[src/rtl/hsi_line_router_if.sv]
// Bundle of configuration, HSI-line and transceiver-pin signals for hsi_line_router.
// The router takes the slave view; the board top level (or a bench) drives the master side.
interface hsi_line_router_if #(
    parameter int N_CH  = 22,
    parameter int N_SRC = 4
);
    logic             cfg_wr;
    logic [4:0]       cfg_ch;
    logic [1:0]       cfg_mode;
    logic [1:0]       cfg_src;
    logic             cfg_ack;
    logic [N_SRC-1:0] src;
    logic [N_SRC-1:0] rx_q;
    logic [N_CH-1:0]  line_r;
    logic [N_CH-1:0]  line_d;
    logic [N_CH-1:0]  line_de;
    logic [N_CH-1:0]  line_nre;
    logic [N_CH-1:0]  act;
    logic [N_CH-1:0]  lb_err;

    modport master (
        output cfg_wr, cfg_ch, cfg_mode, cfg_src, src, line_r,
        input  cfg_ack, rx_q, line_d, line_de, line_nre, act, lb_err
    );

    modport slave (
        input  cfg_wr, cfg_ch, cfg_mode, cfg_src, src, line_r,
        output cfg_ack, rx_q, line_d, line_de, line_nre, act, lb_err
    );
endinterface

[src/rtl/hsi_line_router.sv]
// Run-time configurable router between the HSI serial lines and half-duplex RS-485
// transceiver channels, with guarded driver turnaround, RX routing and loopback checking.
module hsi_line_router #(
    parameter int N_CH   = 22,
    parameter int N_SRC  = 4,
    parameter int GUARD  = 48,
    parameter int LB_DLY = 4
) (
    input  logic             clk,
    input  logic             rst,
    hsi_line_router_if.slave bus
);
    localparam int CW = $clog2(GUARD + 1);
    localparam int SW = $clog2(LB_DLY + 1);

    // Encodings 0..3 match cfg_mode so a mode converts to its state by zero-extension.
    typedef enum logic [2:0] {
        ST_OFF   = 3'd0,
        ST_TX    = 3'd1,
        ST_RX    = 3'd2,
        ST_LOOP  = 3'd3,
        ST_GUARD = 3'd4
    } state_e;

    state_e            state_q [N_CH];
    state_e            state_d [N_CH];
    state_e            pend_q  [N_CH];
    state_e            pend_d  [N_CH];
    logic [1:0]        sel_q   [N_CH];
    logic [1:0]        sel_d   [N_CH];
    logic [CW-1:0]     cnt_q   [N_CH];
    logic [CW-1:0]     cnt_d   [N_CH];
    logic [SW-1:0]     sup_q   [N_CH];
    logic [SW-1:0]     sup_d   [N_CH];
    logic [LB_DLY-1:0] sh_q    [N_CH];
    logic [LB_DLY-1:0] sh_d    [N_CH];

    logic [N_CH-1:0]   s1_q, s2_q, s3_q;
    logic [N_CH-1:0]   act_q, act_d, lb_q, lb_d;
    logic [N_CH-1:0]   d_out, de_out, nre_out;
    logic [N_SRC-1:0]  src_q, route_q, route_d;
    logic              ack_q;

    // NOTE: every variable written in this block gets a default first, so no path
    // leaves one unassigned and no latch is inferred.
    always_comb begin
        logic   hit, edg, mism, drv, lsn;
        state_e new_mode;
        new_mode = state_e'({1'b0, bus.cfg_mode});
        for (int c = 0; c < N_CH; c++) begin
            state_d[c] = state_q[c];
            pend_d[c]  = pend_q[c];
            sel_d[c]   = sel_q[c];
            cnt_d[c]   = cnt_q[c];
            sup_d[c]   = sup_q[c];

            hit = bus.cfg_wr && (int'(bus.cfg_ch) == c);
            if (hit) begin
                sel_d[c] = bus.cfg_src;
                // Any write while guarding restarts the full guard period.
                if (state_q[c] == ST_GUARD || new_mode != state_q[c]) begin
                    state_d[c] = ST_GUARD;
                    pend_d[c]  = new_mode;
                    cnt_d[c]   = CW'(GUARD);
                end
            end else if (state_q[c] == ST_GUARD) begin
                if (cnt_q[c] <= CW'(1)) begin
                    state_d[c] = pend_q[c];
                    cnt_d[c]   = '0;
                end else begin
                    cnt_d[c] = cnt_q[c] - CW'(1);
                end
            end

            drv        = (state_q[c] == ST_TX) || (state_q[c] == ST_LOOP);
            lsn        = (state_q[c] == ST_RX) || (state_q[c] == ST_LOOP);
            d_out[c]   = drv & src_q[sel_q[c]];
            de_out[c]  = drv;
            nre_out[c] = ~lsn;

            edg  = s2_q[c] ^ s3_q[c];
            mism = (state_q[c] == ST_LOOP) && (sup_q[c] == '0) &&
                   (s2_q[c] != sh_q[c][LB_DLY-1]);
            act_d[c] = act_q[c] | (edg & lsn);
            lb_d[c]  = lb_q[c] | mism;
            if (hit) begin
                act_d[c] = 1'b0;
                lb_d[c]  = 1'b0;
            end

            // Loopback echo needs LB_DLY cycles to settle after entering LOOP or rebinding.
            sh_d[c] = {sh_q[c][LB_DLY-2:0], d_out[c]};
            if (state_d[c] == ST_LOOP && (state_q[c] != ST_LOOP || sel_d[c] != sel_q[c])) begin
                sup_d[c] = SW'(LB_DLY);
            end else if (sup_q[c] != '0) begin
                sup_d[c] = sup_q[c] - SW'(1);
            end
        end
    end

    // Scanning from the top down lets the lowest-index RX channel overwrite the others.
    always_comb begin
        route_d = '0;
        for (int s = 0; s < N_SRC; s++) begin
            for (int c = N_CH - 1; c >= 0; c--) begin
                if (state_q[c] == ST_RX && int'(sel_q[c]) == s) begin
                    route_d[s] = s2_q[c];
                end
            end
        end
    end

    // NOTE: all state updates use non-blocking assignments so every register samples
    // pre-edge values regardless of statement order.
    always_ff @(posedge clk) begin
        if (rst) begin
            for (int c = 0; c < N_CH; c++) begin
                state_q[c] <= ST_OFF;
                pend_q[c]  <= ST_OFF;
                sel_q[c]   <= '0;
                cnt_q[c]   <= '0;
                sup_q[c]   <= '0;
                sh_q[c]    <= '0;
            end
            s1_q    <= '0;
            s2_q    <= '0;
            s3_q    <= '0;
            act_q   <= '0;
            lb_q    <= '0;
            src_q   <= '0;
            route_q <= '0;
            ack_q   <= 1'b0;
        end else begin
            for (int c = 0; c < N_CH; c++) begin
                state_q[c] <= state_d[c];
                pend_q[c]  <= pend_d[c];
                sel_q[c]   <= sel_d[c];
                cnt_q[c]   <= cnt_d[c];
                sup_q[c]   <= sup_d[c];
                sh_q[c]    <= sh_d[c];
            end
            s1_q    <= bus.line_r;
            s2_q    <= s1_q;
            s3_q    <= s2_q;
            act_q   <= act_d;
            lb_q    <= lb_d;
            src_q   <= bus.src;
            route_q <= route_d;
            ack_q   <= bus.cfg_wr;
        end
    end

    assign bus.line_d   = d_out;
    assign bus.line_de  = de_out;
    assign bus.line_nre = nre_out;
    assign bus.act      = act_q;
    assign bus.lb_err   = lb_q;
    assign bus.rx_q     = route_q;
    assign bus.cfg_ack  = ack_q;
endmodule
[src/flat_wrapper.sv]
// flat-port wrapper written by rule: the top's interface ports become plain ports
module hsi_line_router_flat 
#(
    parameter int N_CH   = 22,
    parameter int N_SRC  = 4,
    parameter int GUARD  = 48,
    parameter int LB_DLY = 4
)
  (clk, rst, bus_cfg_wr, bus_cfg_ch, bus_cfg_mode, bus_cfg_src, bus_src, bus_line_r, bus_cfg_ack, bus_rx_q, bus_line_d, bus_line_de, bus_line_nre, bus_act, bus_lb_err);
  hsi_line_router_if #(.N_CH(N_CH), .N_SRC(N_SRC)) bus_i ();
  input  logic clk;
  input  logic rst;
  input wire logic [$bits(bus_i.cfg_wr)-1:0] bus_cfg_wr;
  input wire logic [$bits(bus_i.cfg_ch)-1:0] bus_cfg_ch;
  input wire logic [$bits(bus_i.cfg_mode)-1:0] bus_cfg_mode;
  input wire logic [$bits(bus_i.cfg_src)-1:0] bus_cfg_src;
  input wire logic [$bits(bus_i.src)-1:0] bus_src;
  input wire logic [$bits(bus_i.line_r)-1:0] bus_line_r;
  output wire logic [$bits(bus_i.cfg_ack)-1:0] bus_cfg_ack;
  output wire logic [$bits(bus_i.rx_q)-1:0] bus_rx_q;
  output wire logic [$bits(bus_i.line_d)-1:0] bus_line_d;
  output wire logic [$bits(bus_i.line_de)-1:0] bus_line_de;
  output wire logic [$bits(bus_i.line_nre)-1:0] bus_line_nre;
  output wire logic [$bits(bus_i.act)-1:0] bus_act;
  output wire logic [$bits(bus_i.lb_err)-1:0] bus_lb_err;
  assign bus_i.cfg_wr = bus_cfg_wr;
  assign bus_i.cfg_ch = bus_cfg_ch;
  assign bus_i.cfg_mode = bus_cfg_mode;
  assign bus_i.cfg_src = bus_cfg_src;
  assign bus_i.src = bus_src;
  assign bus_i.line_r = bus_line_r;
  assign bus_cfg_ack = bus_i.cfg_ack;
  assign bus_rx_q = bus_i.rx_q;
  assign bus_line_d = bus_i.line_d;
  assign bus_line_de = bus_i.line_de;
  assign bus_line_nre = bus_i.line_nre;
  assign bus_act = bus_i.act;
  assign bus_lb_err = bus_i.lb_err;
  hsi_line_router #(.N_CH(N_CH), .N_SRC(N_SRC), .GUARD(GUARD), .LB_DLY(LB_DLY)) u_core (.clk(clk), .rst(rst), .bus(bus_i));
endmodule
[config.mk]
export PLATFORM = sky130hd
export DESIGN_NAME = hsi_line_router_flat
export DESIGN_NICKNAME = d
export VERILOG_FILES = /design/src/rtl/hsi_line_router_if.sv /design/src/rtl/hsi_line_router.sv /design/src/flat_wrapper.sv
export SDC_FILE = /design/constraint.sdc
export NUM_CORES = 1
export LEC_CHECK = 0
export ABC_AREA = 1
export CAP_MARGIN = 0
export CORE_MARGIN = 3
export CORE_UTILIZATION = 55
export CTS_CLUSTER_SIZE = 24
export DETAILED_ROUTE_END_ITERATION = 16
export PLACE_DENSITY_LB_ADDON = 0.2
export SYNTH_ARGS = -nofsm -noshare
export SYNTH_HDL_FRONTEND = slang
export SYNTH_SLANG_ARGS = --single-unit
[constraint.sdc]
create_clock -name clk -period 3.85 [get_ports clk]
set_input_delay 1.155 -clock clk [delete_from_list [all_inputs] [get_ports clk]]
set_output_delay 1.155 -clock clk [all_outputs]
set_load 0.05 [all_outputs]
== Yosys cells after proc, flatten, opt, wreduce, memory -nomap -nowiden ==
Memory sizes are Yosys's and may differ from the RTL's.
Index checks and enable logic that the tools add are counted.

* Flip-flop bits (word level): 119
* RAM bits: 462
* Input port bits: 38
* Output and inout bits: 115
* Logic and storage cells: 1599
* Memories: 6

{| class="wikitable"
|+ Memory list
! memory !! depth !! width !! rd ports !! clocked after Yosys merged registers in !! wr ports !! line !! source
|-
| u_core.cnt_q || 22 || 6 || 22 || 0 || 22 || hsi_line_router.sv:31 || <nowiki>logic [CW-1:0] cnt_q [N_CH];</nowiki>
|-
| u_core.sh_q || 22 || 4 || 22 || 0 || 22 || hsi_line_router.sv:35 || <nowiki>logic [LB_DLY-1:0] sh_q [N_CH];</nowiki>
|-
| u_core.pend_q || 22 || 3 || 22 || 0 || 22 || hsi_line_router.sv:27 || <nowiki>state_e pend_q [N_CH];</nowiki>
|-
| u_core.state_q || 22 || 3 || 22 || 0 || 22 || hsi_line_router.sv:25 || <nowiki>state_e state_q [N_CH];</nowiki>
|-
| u_core.sup_q || 22 || 3 || 22 || 0 || 22 || hsi_line_router.sv:33 || <nowiki>logic [SW-1:0] sup_q [N_CH];</nowiki>
|-
| u_core.sel_q || 22 || 2 || 22 || 0 || 22 || hsi_line_router.sv:29 || <nowiki>logic [1:0] sel_q [N_CH];</nowiki>
|}

* $add $sub $neg: 44
* Order comparisons: 44
* Equal/unequal tests: 285
* Muxes and demuxes: 553
* Bitwise gates (word level): 264
* Reduce and logical (&&, ||, !) cells: 353

{| class="wikitable"
|+ Operator list
! operator !! count
|-
| 3-bit 2-to-1 mux || 242
|-
| 6-bit 2-to-1 mux || 110
|-
| 3-bit by 2-bit equality test with 1-bit output, second input constant || 66
|-
| 1-bit logical AND || 176
|-
| 1-bit OR || 176
|-
| 6-bit by 1-bit <= comparator with 1-bit output, second input constant || 22
|-
| 6-bit by 1-bit subtractor with 6-bit output, second input constant || 22
|-
| 1-bit 2-to-1 mux || 113
|-
| 2-bit equality test, second input constant || 44
|-
| 1-bit logical OR || 88
|-
| 2-bit 2-to-1 mux || 44
|-
| 4-bit 2-to-1 mux || 22
|-
| 5-bit equality test, second input constant || 14
|-
| 3-bit by 1-bit equality test with 1-bit output, second input constant || 22
|-
| 3-bit equality test, second input constant || 22
|-
| 3-bit logical NOT || 22
|-
| 2-bit by 3-bit < comparator with 1-bit output, second input constant || 22
|-
| 2-bit by 3-bit inequality test with 1-bit output || 22
|-
| 3-bit by 2-bit inequality test with 1-bit output, second input constant || 22
|-
| 3-bit nonzero test || 22
|-
| 3-bit by 1-bit subtractor with 3-bit output, second input constant || 22
|-
| 1-bit bitwise AND || 44
|-
| 1-bit binary-select mux with 2-bit select || 22
|-
| 2-bit by 1-bit equality test with 1-bit output, second input constant || 22
|-
| 10 further kinds || 140
|}

== Longest topological paths before layout ==
* Word-level depth: 24
* Depth in mapped cells: 28
* Gate-level depth less buffers: 28

== Worst setup path after synthesis ==
OpenSTA, ideal clock, no wires.

* Kind: register to output
* From: memory u_core.state_q[3][4] in the netlist's numbering
* To: output bus_line_d[7]
* Arrival time: 2.116 ns
* Data required time: 2.695 ns
* Path slack: 0.579 ns
* Cell stages (with the launch flop): 7
* Buffers on the path: 1
* Cell sequence: dfxtp_1 -> inv_1 -> nor2_1 -> inv_1 -> o22ai_1 -> and3_1 -> buf_4

{| class="wikitable"
|+ RTL lines
! element !! line !! source
|-
| from (decl) || hsi_line_router.sv:25 ||
|-
| to (decl) || flat_wrapper.sv:21 || <nowiki>output wire logic [$bits(bus_i.line_d)-1:0] bus_line_d;</nowiki>
|}

== Worst setup path in the final report ==
* From: register u_core.src_q[3]
* To: output bus_line_d[4]

* Cells in the longest elaborated chain, start to end: 3

{| class="wikitable"
|+ Ends and longest elaborated chain
! element !! line !! source
|-
| from (decl) || hsi_line_router.sv:41 || <nowiki>logic [N_SRC-1:0] src_q, route_q, route_d;</nowiki>
|-
| from (signal assigned) || hsi_line_router.sv:147 || <nowiki>src_q <= bus.src;</nowiki>
|-
| 1-bit binary-select mux with 2-bit select || hsi_line_router.sv:77 || <nowiki>d_out[c] = drv & src_q[sel_q[c]];</nowiki>
|-
| 1-bit 2-to-1 mux (not written as such) || hsi_line_router.sv:77 ||
|-
| 1-bit bitwise AND || hsi_line_router.sv:77 ||
|}

Every way passes these cells. The select of a mux whose other input is x is not followed.

==> qor.yml <==
run_status:
  outcome: "finished clean"
yosys:
  async_reset_ff_share_pct: 0
  yosys-top-cells-count: "inv_1, nor2_1, dfxtp_1"
  syn_area_um2: 27700
  synth-seq-cells: 559
  syn_nets: 4057
  synth_cell_types: 56
  netlist_top_cells_area: "dfxtp_1, inv_1, nor2_1, nand2_1, ha_1"
  synth_largest_area_cell: "dfxtp_1"
  ys_seq_area_share_pct: 40.5
  postSynthAreaPerCell_um2: 7.07
  synth.most_common_cell: "inv_1"
  synth_top_area_share_pct: 40.5
  synth_edf_count: 0
  synth_ff_type: "dfxtp_1"
  syn_inst: 3910
  yosysWarnings: 0
worst_setup_path:
  regToRegStartpoint: "u_core.s2_q[21]"
  startpoint_type: "flip-flop"
  cp_max_fo: 9
  worst_r2r_path_depth: 26
  crit_type: "reg2out"
  path_common_cell: "buf_4"
  end_kind: "output port"
  cp_top_family: "buffers and inverters"
  slowest_delay_ns: 0.55
  cp.depth: 7
  arrival_ns: 2.65
  crit_slowest_cell: "dfxtp_1"
  r2r-end: "u_core.bus.rx_q[2]"
  critPathLaunch: "u_core.src_q[3]"
  regToRegSetupSlack_ns: 1.30
  worstPathCellList: "buf_4 -> inv_1 -> buf_4 -> nand2_1 -> a21oi_1 -> nor3_1 -> buf_12"
  cp.required_ns: 2.69
  worstPathBufferInverterCount: 4
  crit_end: "bus_line_d[4]"
timing:
  setup_viol: 0
  tns_ns: 0
  rsz0062_at_grt: "no"
  fin_worst_skew_ns: 0.0173
  min_period_over_period_pct: 98.9
  max_freq_ghz: 0.263
  hold_viol: 0
  slew_viol_final: 0
  tightest_slew_ns: 0.932
  relSlewSlack_pct: 37.8
  period_needed_ns: 3.81
global_routing:
  grt_pass1_wl_um: 116000
  antenna_found_initial: 2
  grtUsageTotal_pct: 26.4
  grt_max_degree: 160
  overflow: 0
  grt_pass1_vias: 22800
final_layout:
  nets: 4190
  fin_cells: 4756
  drive_above_1_share_pct: 7.75
  fill_cells: 4348
  area_growth_syn_to_layout_pct: 16.7
  finish.instance_area_um2: 32300
  diodes: 0
clocking:
  clk_path_buf_depth: 3
  clkTransAtPathRegs_ns: 0.06
  tritoncts: "done"
  holdBufCountCts: 0
  cts_buffers: 59
  cts_sinks: 559
  clock_latency_ns: 0.61
  cts-root-buf: "clkbuf_16"
  cts-htree-levels: 2
route:
  antenna_left: 0
  drc: 0
  route.vias.total: 25500
  wire_per_inst_um: 15.2
  first_iter_violations: 2401
  vias_per_cell: 5.36
  dr.pass1.iters: 6
  wirelength_um: 72200
placed_design:
  post-dp-hpwl_um: 51800
  routabilityCongestion: 0.961
  port_buffers: 152
  dpl_cell_area_um2: 30000
  dp.cells: 4644
floorplanning:
  initial_core_util_pct: 56.1
  die_area_um2: 53000
  die_x_um: 230
  coreArea_um2: 49300
  io_pins: 153
  num_rows: 81
  die_h_um: 230
hold_path:
  hp-class: "reg2reg"
power_and_ir_drop:
  ir_drop_mv: 0.409
  power_density_nw_per_um2: 464
  p_leak_nw: 13.6
flow_run:
  cap_violations: 0
## layer usage
layer  vias to the layer above  GRT usage (%)  share of wire (%)
met3                       125           3.68                7.0
met5                         -              0              0.022
met4                         2           7.70                2.5
met1                     11600           38.0                 47
li1                      12900              -                  -
met2                       798           41.3                 44
## timing repair
item	in CTS	in global routing
endpoints found under the setup margin	2	9
resized for setup	2	6
buffers inserted	0	2
hold endpoints to repair	0	0
cloned	0	0
## worst reg2reg max path: cells and delay by family (launching register included)
| kind | cells | cell delay [ns] |
|---|---|---|
| simple gates | 25 | 1.87 |
| flops | 1 | 0.52 |
| compound gates | 1 | 0.11 |
## cells in the final DEF, fill, tap and decap left out, types with 33 or more instances in the layout
cell type and instances:
clkdlybuf4s50_1 124, inv_1 660, nand3_1 198, nor2_1 626, nand2_1 478, ha_1 109, a211oi_1 39, buf_4 33
a31oi_1 90, inv_2 65, dfxtp_1 559, nor3_1 103, clkbuf_16 61, o21ai_0 250, nand4_1 44, xor2_1 61
a21oi_1 216
## flip-flops by register name, summed over array words and instances (netlist names)
name / count
u_core.state_q: 66
u_core.sup_q: 66
u_core.pend_q: 44
u_core.s3_q: 22
u_core.sh_q: 88
u_core.s2_q: 22
u_core.bus.rx_q: 4
u_core.s1_q: 22
u_core.cnt_q: 132
u_core.src_q: 4
u_core.sel_q: 44
u_core.bus.cfg_ack: 1
u_core.bus.act: 22
u_core.bus.lb_err: 22
## cell families after synthesis
group / share of synthesized area, %
flops: 40.5
simple gates: 24.8
fa+ha+maj: 4.93
buf+inv: 11.9
xor+xnor: 2.25
compound gates: 15.7
## worst min path at each step
stage                                    end  cells past startpoint          startpoint
after floorplan               u_core.s2_q[0]                      2      u_core.s1_q[0]
after CTS                 u_core.sh_q[0][43]                      2  u_core.sh_q[0][42]
after global routing      u_core.sh_q[0][17]                      2  u_core.sh_q[0][16]
final                     u_core.sh_q[0][43]                      2  u_core.sh_q[0][42]
after detailed placement  u_core.sh_q[0][45]                      2  u_core.sh_q[0][44]
after global placement    u_core.sh_q[0][86]                      2  u_core.sh_q[0][85]
## per-stage QoR
step	util (%)	setup WS, ns	hold slack, ns	total power [mW]
2_1_floorplan	-	0.579	0.388	8.05
3_3_place_gp	60.9	0.293	0.388	8.51
3_5_place_dp	60.9	0.228	0.393	8.59
4_1_cts	65.5	0.00594	0.398	15.1
5_1_grt	65.5	0.00342	0.416	15.7
6_report	65.5	0.0434	0.392	15.0
## power by group
part / total [mW] / switching, mW / internal, mW / leakage [nW]
registers: 6.33 / 0.201 / 6.12 / 4.53
logic: 2.19 / 1.36 / 0.830 / 7.94
clock network: 6.47 / 2.39 / 4.08 / 1.09
total: 15.0 / 3.95 / 11.0 / 13.6
## area by class of cell
cell class / count / area (µm²) / share of cell area (%)
multi-input combinational: 2505 / 13200 / 40.9
clock buffer: 77 / 1690 / 5.23
timing repair buffer: 190 / 2070 / 6.42
tap: 664 / 831 / 2.57
inverter: 728 / 2740 / 8.49
clock inverter: 33 / 559 / 1.73
sequential: 559 / 11200 / 34.7
No activity file was read; power rests on OpenSTA's default activity.
